## src/rtl/feeding_pkg.sv

```systemverilog
// Shared types for the feeding behaviour: state encoding and action vector bit positions.
// The nourishment regulator imports the same action indices from here.
package feeding_pkg;

    typedef enum logic [1:0] {
        IDLE   = 2'd0,
        SEEK   = 2'd1,
        EAT    = 2'd2,
        DIGEST = 2'd3
    } feed_state_e;

    localparam int ACT_EAT       = 0;
    localparam int ACT_SEEK_FOOD = 1;
    localparam int ACT_REST      = 2;

    // Exactly one action bit per non-idle state; bits 7:3 stay zero.
    function automatic logic [7:0] action_of(input feed_state_e s);
        logic [7:0] a;
        a = 8'h00;
        case (s)
            SEEK:    a[ACT_SEEK_FOOD] = 1'b1;
            EAT:     a[ACT_EAT]       = 1'b1;
            DIGEST:  a[ACT_REST]      = 1'b1;
            default: a = 8'h00;
        endcase
        return a;
    endfunction

endpackage

```

## src/rtl/feeding_controller_tick_timer.sv

```systemverilog
// Tick-gated up/down counter with an immediate load, saturating at zero and at max_val.
// Shared by the drive controllers; load takes priority and ignores tick.
module tick_timer #(
    parameter int CNT_W = 6
) (
    input  logic             clk,
    input  logic             rst,
    input  logic             tick,
    input  logic             load,
    input  logic [CNT_W-1:0] load_val,
    input  logic             inc,
    input  logic             dec,
    input  logic [CNT_W-1:0] max_val,
    output logic [CNT_W-1:0] count,
    output logic             is_zero
);

    logic [CNT_W-1:0] count_q;
    logic [CNT_W-1:0] count_d;

    always_comb begin
        count_d = count_q;
        if (load) begin
            count_d = load_val;
        end else if (tick && inc && (count_q < max_val)) begin
            count_d = count_q + CNT_W'(1);
        end else if (tick && dec && (count_q != '0)) begin
            count_d = count_q - CNT_W'(1);
        end
    end

    always_ff @(posedge clk) begin
        if (rst) begin
            count_q <= '0;
        end else begin
            count_q <= count_d;
        end
    end

    assign count   = count_q;
    assign is_zero = (count_q == '0);

endmodule

```

## src/rtl/feeding_controller.sv

```systemverilog
// Feeding behaviour FSM: seeks food when hungry, eats, then rests; drives the action vector
// read by the nourishment regulator. Timers advance only on the slow tick strobe.
module feeding_controller
    import feeding_pkg::*;
#(
    parameter int EAT_TICKS    = 8,
    parameter int DIGEST_TICKS = 16,
    parameter int SEEK_TIMEOUT = 32,
    parameter int CNT_W        = 6
) (
    input  logic       clk,
    input  logic       rst,
    input  logic       tick,
    input  logic       hungry,
    input  logic       starving,
    input  logic       food_present,
    input  logic       sleeping,
    output logic [7:0] action,
    output logic       gave_up,
    output logic [1:0] state_dbg
);

    localparam logic [CNT_W-1:0] EAT_LOAD    = CNT_W'(EAT_TICKS);
    localparam logic [CNT_W-1:0] DIGEST_LOAD = CNT_W'(DIGEST_TICKS);
    localparam logic [CNT_W-1:0] SEEK_MAX    = CNT_W'(SEEK_TIMEOUT);

    feed_state_e      state_q, state_d;
    logic             gave_up_q, gave_up_d;

    logic             t_load, t_inc, t_dec;
    logic [CNT_W-1:0] t_load_val;
    logic [CNT_W-1:0] timer;
    logic             timer_zero;
    logic             timer_last;
    logic [CNT_W:0]   seek_next;
    logic             seek_expired;

    // One extra bit so timer+1 can reach SEEK_TIMEOUT even when it equals 2**CNT_W-1.
    assign seek_next    = {1'b0, timer} + (CNT_W+1)'(1);
    assign seek_expired = (seek_next >= {1'b0, SEEK_MAX});
    // The tick that would bring the count to zero (or finds it already there) ends the state.
    assign timer_last   = timer_zero || (timer == CNT_W'(1));

    always_comb begin
        state_d    = state_q;
        gave_up_d  = 1'b0;
        t_load     = 1'b0;
        t_load_val = '0;
        t_inc      = 1'b0;
        t_dec      = 1'b0;
        case (state_q)
            IDLE: begin
                if (hungry && !sleeping) begin
                    state_d = SEEK;
                    t_load  = 1'b1;
                end
            end
            SEEK: begin
                if (food_present) begin
                    state_d    = EAT;
                    t_load     = 1'b1;
                    t_load_val = EAT_LOAD;
                end else if ((sleeping && !starving) || !hungry) begin
                    state_d = IDLE;
                    t_load  = 1'b1;
                end else if (tick) begin
                    if (!starving && seek_expired) begin
                        state_d   = IDLE;
                        t_load    = 1'b1;
                        gave_up_d = 1'b1;
                    end else begin
                        t_inc = 1'b1;
                    end
                end
            end
            EAT: begin
                if (!food_present) begin
                    state_d    = hungry ? SEEK : DIGEST;
                    t_load     = 1'b1;
                    t_load_val = hungry ? '0 : DIGEST_LOAD;
                end else if (tick) begin
                    if (timer_last) begin
                        state_d    = DIGEST;
                        t_load     = 1'b1;
                        t_load_val = DIGEST_LOAD;
                    end else begin
                        t_dec = 1'b1;
                    end
                end
            end
            DIGEST: begin
                if (starving) begin
                    state_d = SEEK;
                    t_load  = 1'b1;
                end else if (tick) begin
                    if (timer_last) begin
                        state_d = IDLE;
                        t_load  = 1'b1;
                    end else begin
                        t_dec = 1'b1;
                    end
                end
            end
            default: begin
                state_d = IDLE;
                t_load  = 1'b1;
            end
        endcase
    end

    always_ff @(posedge clk) begin
        if (rst) begin
            state_q   <= IDLE;
            gave_up_q <= 1'b0;
        end else begin
            state_q   <= state_d;
            gave_up_q <= gave_up_d;
        end
    end

    tick_timer #(
        .CNT_W(CNT_W)
    ) u_timer (
        .clk      (clk),
        .rst      (rst),
        .tick     (tick),
        .load     (t_load),
        .load_val (t_load_val),
        .inc      (t_inc),
        .dec      (t_dec),
        .max_val  (SEEK_MAX),
        .count    (timer),
        .is_zero  (timer_zero)
    );

    assign action    = action_of(state_q);
    assign gave_up   = gave_up_q;
    assign state_dbg = state_q;

endmodule

```

## config.mk

```make
export PLATFORM = sky130hd
export DESIGN_NAME = feeding_controller
export DESIGN_NICKNAME = d
export VERILOG_FILES = /design/src/rtl/feeding_pkg.sv /design/src/rtl/feeding_controller_tick_timer.sv /design/src/rtl/feeding_controller.sv
export SDC_FILE = /design/constraint.sdc
export NUM_CORES = 1
export LEC_CHECK = 0
export CELL_PAD_IN_SITES_DETAIL_PLACEMENT = 1
export CELL_PAD_IN_SITES_GLOBAL_PLACEMENT = 2
export CORE_AREA = 2 2 61 63
export DETAILED_ROUTE_END_ITERATION = 10
export DIE_AREA = 0 0 63 65
export GPL_TIMING_DRIVEN = 0
export PLACE_DENSITY_LB_ADDON = 0.15
export SETUP_SLACK_MARGIN = 0.5
export SKIP_CTS_REPAIR_TIMING = 1
export SLEW_MARGIN = 5
export SYNTH_ARGS = -nofsm -noshare
export SYNTH_HDL_FRONTEND = slang
export SYNTH_SLANG_ARGS = --single-unit
```

## constraint.sdc

```tcl
create_clock -name clk -period 2.01 [get_ports clk]
set_clock_uncertainty 0.1 [all_clocks]
set_input_delay 0.201 -clock clk [delete_from_list [all_inputs] [get_ports clk]]
set_output_delay 0.201 -clock clk [all_outputs]
set_load 0.02 [all_outputs]
```

* Word-level counts from Yosys, hierarchy flattened
Cells that the tools add are included.
Word-level totals: register bits 9, input bits 7, output and inout port bits 11, word-level logic and storage cells 83
Cells by class: add/sub/neg operators 3, $lt $le $gt $ge 2, equal/unequal tests 11, mux-type cells 45, bitwise operators 1, reduce and logical (&&, ||, !) cells 18
Operators by type and width (count):
- $mux 2 | 12
- $mux 1 | 21
- $mux 5 | 4
- $mux 6 | 3
- $ne 3x3->1 const B | 4
- $pmux 5 s2 | 1
- $ne 4x4->1 const B | 2
- $pmux 2 s4 | 1
- $add 6x1->7 const B | 1
- $ge 7x6->1 const B | 1
- $logic_and 1x1->1 | 7
- $reduce_and 7->1 | 1
- $add 6x1->6 const B | 1
- $eq 6x1->1 const B | 1
- $logic_not 6->1 | 1
- $lt 6x6->1 const B | 1
- $reduce_bool 6->1 | 1
- $sub 6x1->6 const B | 1
- $eq 2x2->1 const B | 2
- $mux 4 | 1
- $pmux 1 s4 | 1
- $reduce_or 4->1 | 1
- $logic_not 1->1 | 3
- $reduce_bool 3->1 | 1
- 6 further kinds | 7

* Logic depth before layout (Yosys ltp)
word-level depth 12, mapped depth 8, gate-level depth less buffers 8

* Hierarchy
From an unflattened synthesis, not the netlist that was laid out.
Unflattened totals: cells, all modules 148, area total of the unflattened synthesis 1162.4 µm²
By module, submodules not included:
- tick_timer | times used 1, cells each 86, area each 688.2 µm², seq. area each 120.1 µm²
- feeding_controller | times used 1, cells each 62, area each 474.2 µm², seq. area each 60.1 µm²

* Least setup slack after synthesis
Ideal clock, no wire load.
path type register to register, start point register state_q[0], in the netlist state_dbg[0], end point register u_timer.count_q[2], in the netlist u_timer.count[2], arrival 2.132 ns, data required time 1.795 ns, slack -0.337 ns, stages on the path, launching flop included 8, clock period less this slack 2.347 ns, cells stage by stage dfxtp_1 > ha_1 > inv_1 > nor4b_2 > o31a_1 > mux2i_1 > xnor2_1 > and2_1
Between the ends: word-level cells in the longest chain between the ends 6, elaborated cells between the ends (all ways) 15, those cells by class eq/ne: 3; mux: 6; reduce/logical: 6
Ends and longest elaborated chain:
- from (decl) | RTL line feeding_controller.sv:27 | feed_state_e state_q, state_d;
- from (signal assigned) | RTL line feeding_controller.sv:116 | state_q <= state_d;
- $eq 2x1->1 | RTL line feeding_controller.sv:51 | case (state_q)
- $mux 1 | RTL line feeding_controller.sv:51
- $logic_and 1x1->1 (2 in series) | RTL line feeding_controller_tick_timer.sv:25 | end else if (tick && inc && (count_q < max_val)) begin
- $mux 6 | RTL line feeding_controller_tick_timer.sv:25
- $mux 6 | RTL line feeding_controller_tick_timer.sv:23 | if (load) begin
- to (signal assigned) | RTL line feeding_controller_tick_timer.sv:36 | count_q <= count_d;
- to (decl) | RTL line feeding_controller_tick_timer.sv:18 | logic [CNT_W-1:0] count_q;
Several ways; a longest one is shown, not always the timed one. A chain may end at the register's enable or synchronous reset.

* Worst setup path after layout
start point register u_timer.count_q[4], in the netlist u_timer.count[4], end point register state_q[0], in the netlist state_dbg[0]
Between the ends: word-level cells in the longest chain between the ends 5, elaborated cells between the ends (all ways) 10, those cells by class add/sub: 1; order compare: 1; eq/ne: 4; reduce/logical: 4
Ends and longest elaborated chain:
- $add 6x1->7 | RTL line feeding_controller.sv:39 | assign seek_next = {1'b0, timer} + (CNT_W+1)'(1);
- $ge 7x6->1 | RTL line feeding_controller.sv:40 | assign seek_expired = (seek_next >= {1'b0, SEEK_MAX});
- $logic_and 1x1->1 | RTL line feeding_controller.sv:67 | if (!starving && seek_expired) begin
- $ne 4x4->1 (no line)
- $reduce_and 7->1 (no line) *
Every way passes the cells marked *; elsewhere a longest branch is shown, timed or not.

==> results.toml <==
[worst_setup_path]
crit_end = "state_dbg[0]"
rr_worst_depth = 5
worst_r2r_endpoint = "state_dbg[0]"
critPathMaxFanout = 4
start_kind = "flip-flop"
startpoint = "u_timer.count[4]"
crit_type = "flip-flop to flip-flop"
cp.required_ns = 2.07
r2r-start = "u_timer.count[4]"
cp.arrival_ns = 2.22
r2r_slack_ns = -0.16
endpoint_kind = "flip-flop"

[outcome]
violations = "negative setup slack"
status = "finished, violations left"

[yosys]
synth_warnings = 0
ys.flop_type = "dfxtp_1"
synth_top_area_cell = "dfxtp_1"
synth-edff-count = 0
yosys-top-cells-area = "dfxtp_1 21%, ha_1 13%, buf_4 4.3%"
syn_inst = 104
syn_area_um2 = 873.3
synthArstFlopShare_pct = 0
ys_ff_latch = 9
synth_seq_area_share_pct = 20.63
ys_types = 40
avgSynthCellArea_um2 = 8.397
synth_top_area_share_pct = 20.63

[global_routing]
grt_overflow_total = 0
gr-usage-all-layers_pct = 12.83
grt_pass1_vias = 843
grt_pass1_wl_um = 4126
antenna_found_initial = 0
grt_max_degree = 9

[sta]
fin_setup_tns_ns = -0.3896
hold_viol = 0
fmax_mhz = 461.3
slew_viol_final = 0
finalSetupViolCount = 6
period_share_pct = 107.8
setup_ws_ns = -0.1577
min_period_ns = 2.168
rsz0062_at_grt = "yes"

[die]
die_w_um = 63
pin_count = 18
die_area_um2 = 4095
fp.dieH_um = 65
fp.coreArea_um2 = 3496
start_util_pct = 24.98
num_rows = 22

[clocking]
clockBufferDepth = 2
numCtsBuffers = 3
cts_sinks = 9
clk-insertion-delay-late_ns = 0.27
cts_root_buf = "clkbuf_4"
ctsHtreeMaxLevel = 1
clkSlewWorstSetupHoldPaths_ns = 0.08
cts_tree = "yes"

[detailed_routing]
dr.first_iter.drc_count = 16
avgRoutedWirePerCell_um = 15.00
via_per_inst = 4.696
ant_nets = 0
routed_wl_um = 2865
drc = 0
num_vias = 897
dr.pass1.iters = 4

[power_and_ir_drop]
p_int_mw = 0.4937
power_frac_seq_pct = 26.8
combPwrFrac_pct = 55.3
leakagePower_nw = 0.6553
p_sw_share_pct = 41.42
p_switching_mw = 0.3491
power.density_nw_per_um2 = 578.2
clkPwrFrac_pct = 17.9
ir_drop_uv = 353.4

[place]
finalWeightedCongestion = 0.7178
pre_cts_ws_ns = -0.5150
hpwl_um = 1866
io_buffers = 12

[job]
drv_cap = 0

[finish]
final_cell_mix = "23 x buf_4, 5 x nor2_1, 5 x conb_1, 5 x dlymetal6s2s_1, 5 x dfxtp_4"
finalNetCount = 160
insertedDiodeCount = 0
drive_above_1_share_pct = 49.65
syn2layout_area_growth_pct = 66.91
mostFrequentLayoutCell = "buf_4"

[hold_path]
whs_path_depth = 2
min_path_type = "input port to flip-flop"
-- cell families after synthesis --
group           Yosys count  synth area share [%]
flops                     9                 20.63
mux                       2                 2.292
fa+ha+maj                 9                 12.89
simple gates             39                 26.93
xor+xnor                  5                 5.014
buf+inv                  14                 8.166
other cells               1                0.4294
compound gates           25                 23.64
-- critical path: stages, from the launching register on --
cell      delay [ns]
dfxtp_2         0.33
or3_4           0.42
o32ai_4         0.39
o211ai_2        0.15
or3_1           0.41
a32o_1          0.26
-- through the flow --
| step | cells | utilization, % | hold slack, ns | instance area [µm²] | power [mW] |
|---|---|---|---|---|---|
| finish | 191 | 41.70 | 0.3510 | 1458 | 0.8428 |
| global placement | 168 | 33.54 | 0.4841 | 1172 | 0.6070 |
| detailed placement | 168 | 33.54 | 0.4832 | 1172 | 0.6036 |
| floorplan | 108 | - | 0.1637 | 992.2 | 0.4904 |
| CTS | 172 | 34.32 | 0.4946 | 1200 | 0.7580 |
| global route | 191 | 41.70 | 0.3394 | 1458 | 0.9110 |
-- synthesized netlist by cell type, drive strengths merged (3+ instances only) --
cell    number
a21oi        4
and2         3
and3         3
buf          5
dfxtp        9
ha           9
inv          9
nand2        3
nand2b       5
nand3        3
nor2         6
nor2b        3
nor3         4
o21ai        5
or3          3
xnor2        4
-- power by group through the flow --
stage | clock network (mW) | registers, mW | logic, mW
2_1_floorplan | 0 | 0.244 | 0.246
3_3_place_gp | 0 | 0.236 | 0.371
3_5_place_dp | 0 | 0.235 | 0.368
4_1_cts | 0.156 | 0.232 | 0.370
5_1_grt | 0.170 | 0.229 | 0.512
6_report | 0.151 | 0.226 | 0.466
-- cell type report --
| type | instances | area [µm²] |
|---|---|---|
| inverters | 9 | 43.79 |
| plain buffers | 5 | 37.54 |
| clock inverters | 1 | 5.005 |
| fillers | 422 | 2038 |
| multi-input cells | 85 | 817.0 |
| well taps | 48 | 60.06 |
| clock buffers | 3 | 22.52 |
| flip-flops and latches | 9 | 201.4 |
| repair buffers | 31 | 270.3 |
-- flip-flops by register name, indices dropped and copies added, names as in the netlist --
name,cells
state_dbg,2
gave_up,1
u_timer.count,6
-- how the worst min path moves through the flow --
stage / to / from
CTS: state_dbg[1] / rst
finish: u_timer.count[3] / food_present
floorplan: state_dbg[1] / rst
global placement: u_timer.count[4] / u_timer.count[4]
global route: u_timer.count[3] / food_present
detailed placement: u_timer.count[4] / u_timer.count[4]
-- routing by layer --
| metal | global-route usage, % | wire length, µm |
|---|---|---|
| met1 | 17.10 | 1308 |
| met2 | 21.28 | 1434 |
| met3 | 3.299 | 73 |
| met4 | 1.667 | 48 |
| met5 | 0 | 0 |
(Power assumes the default switching activity.)
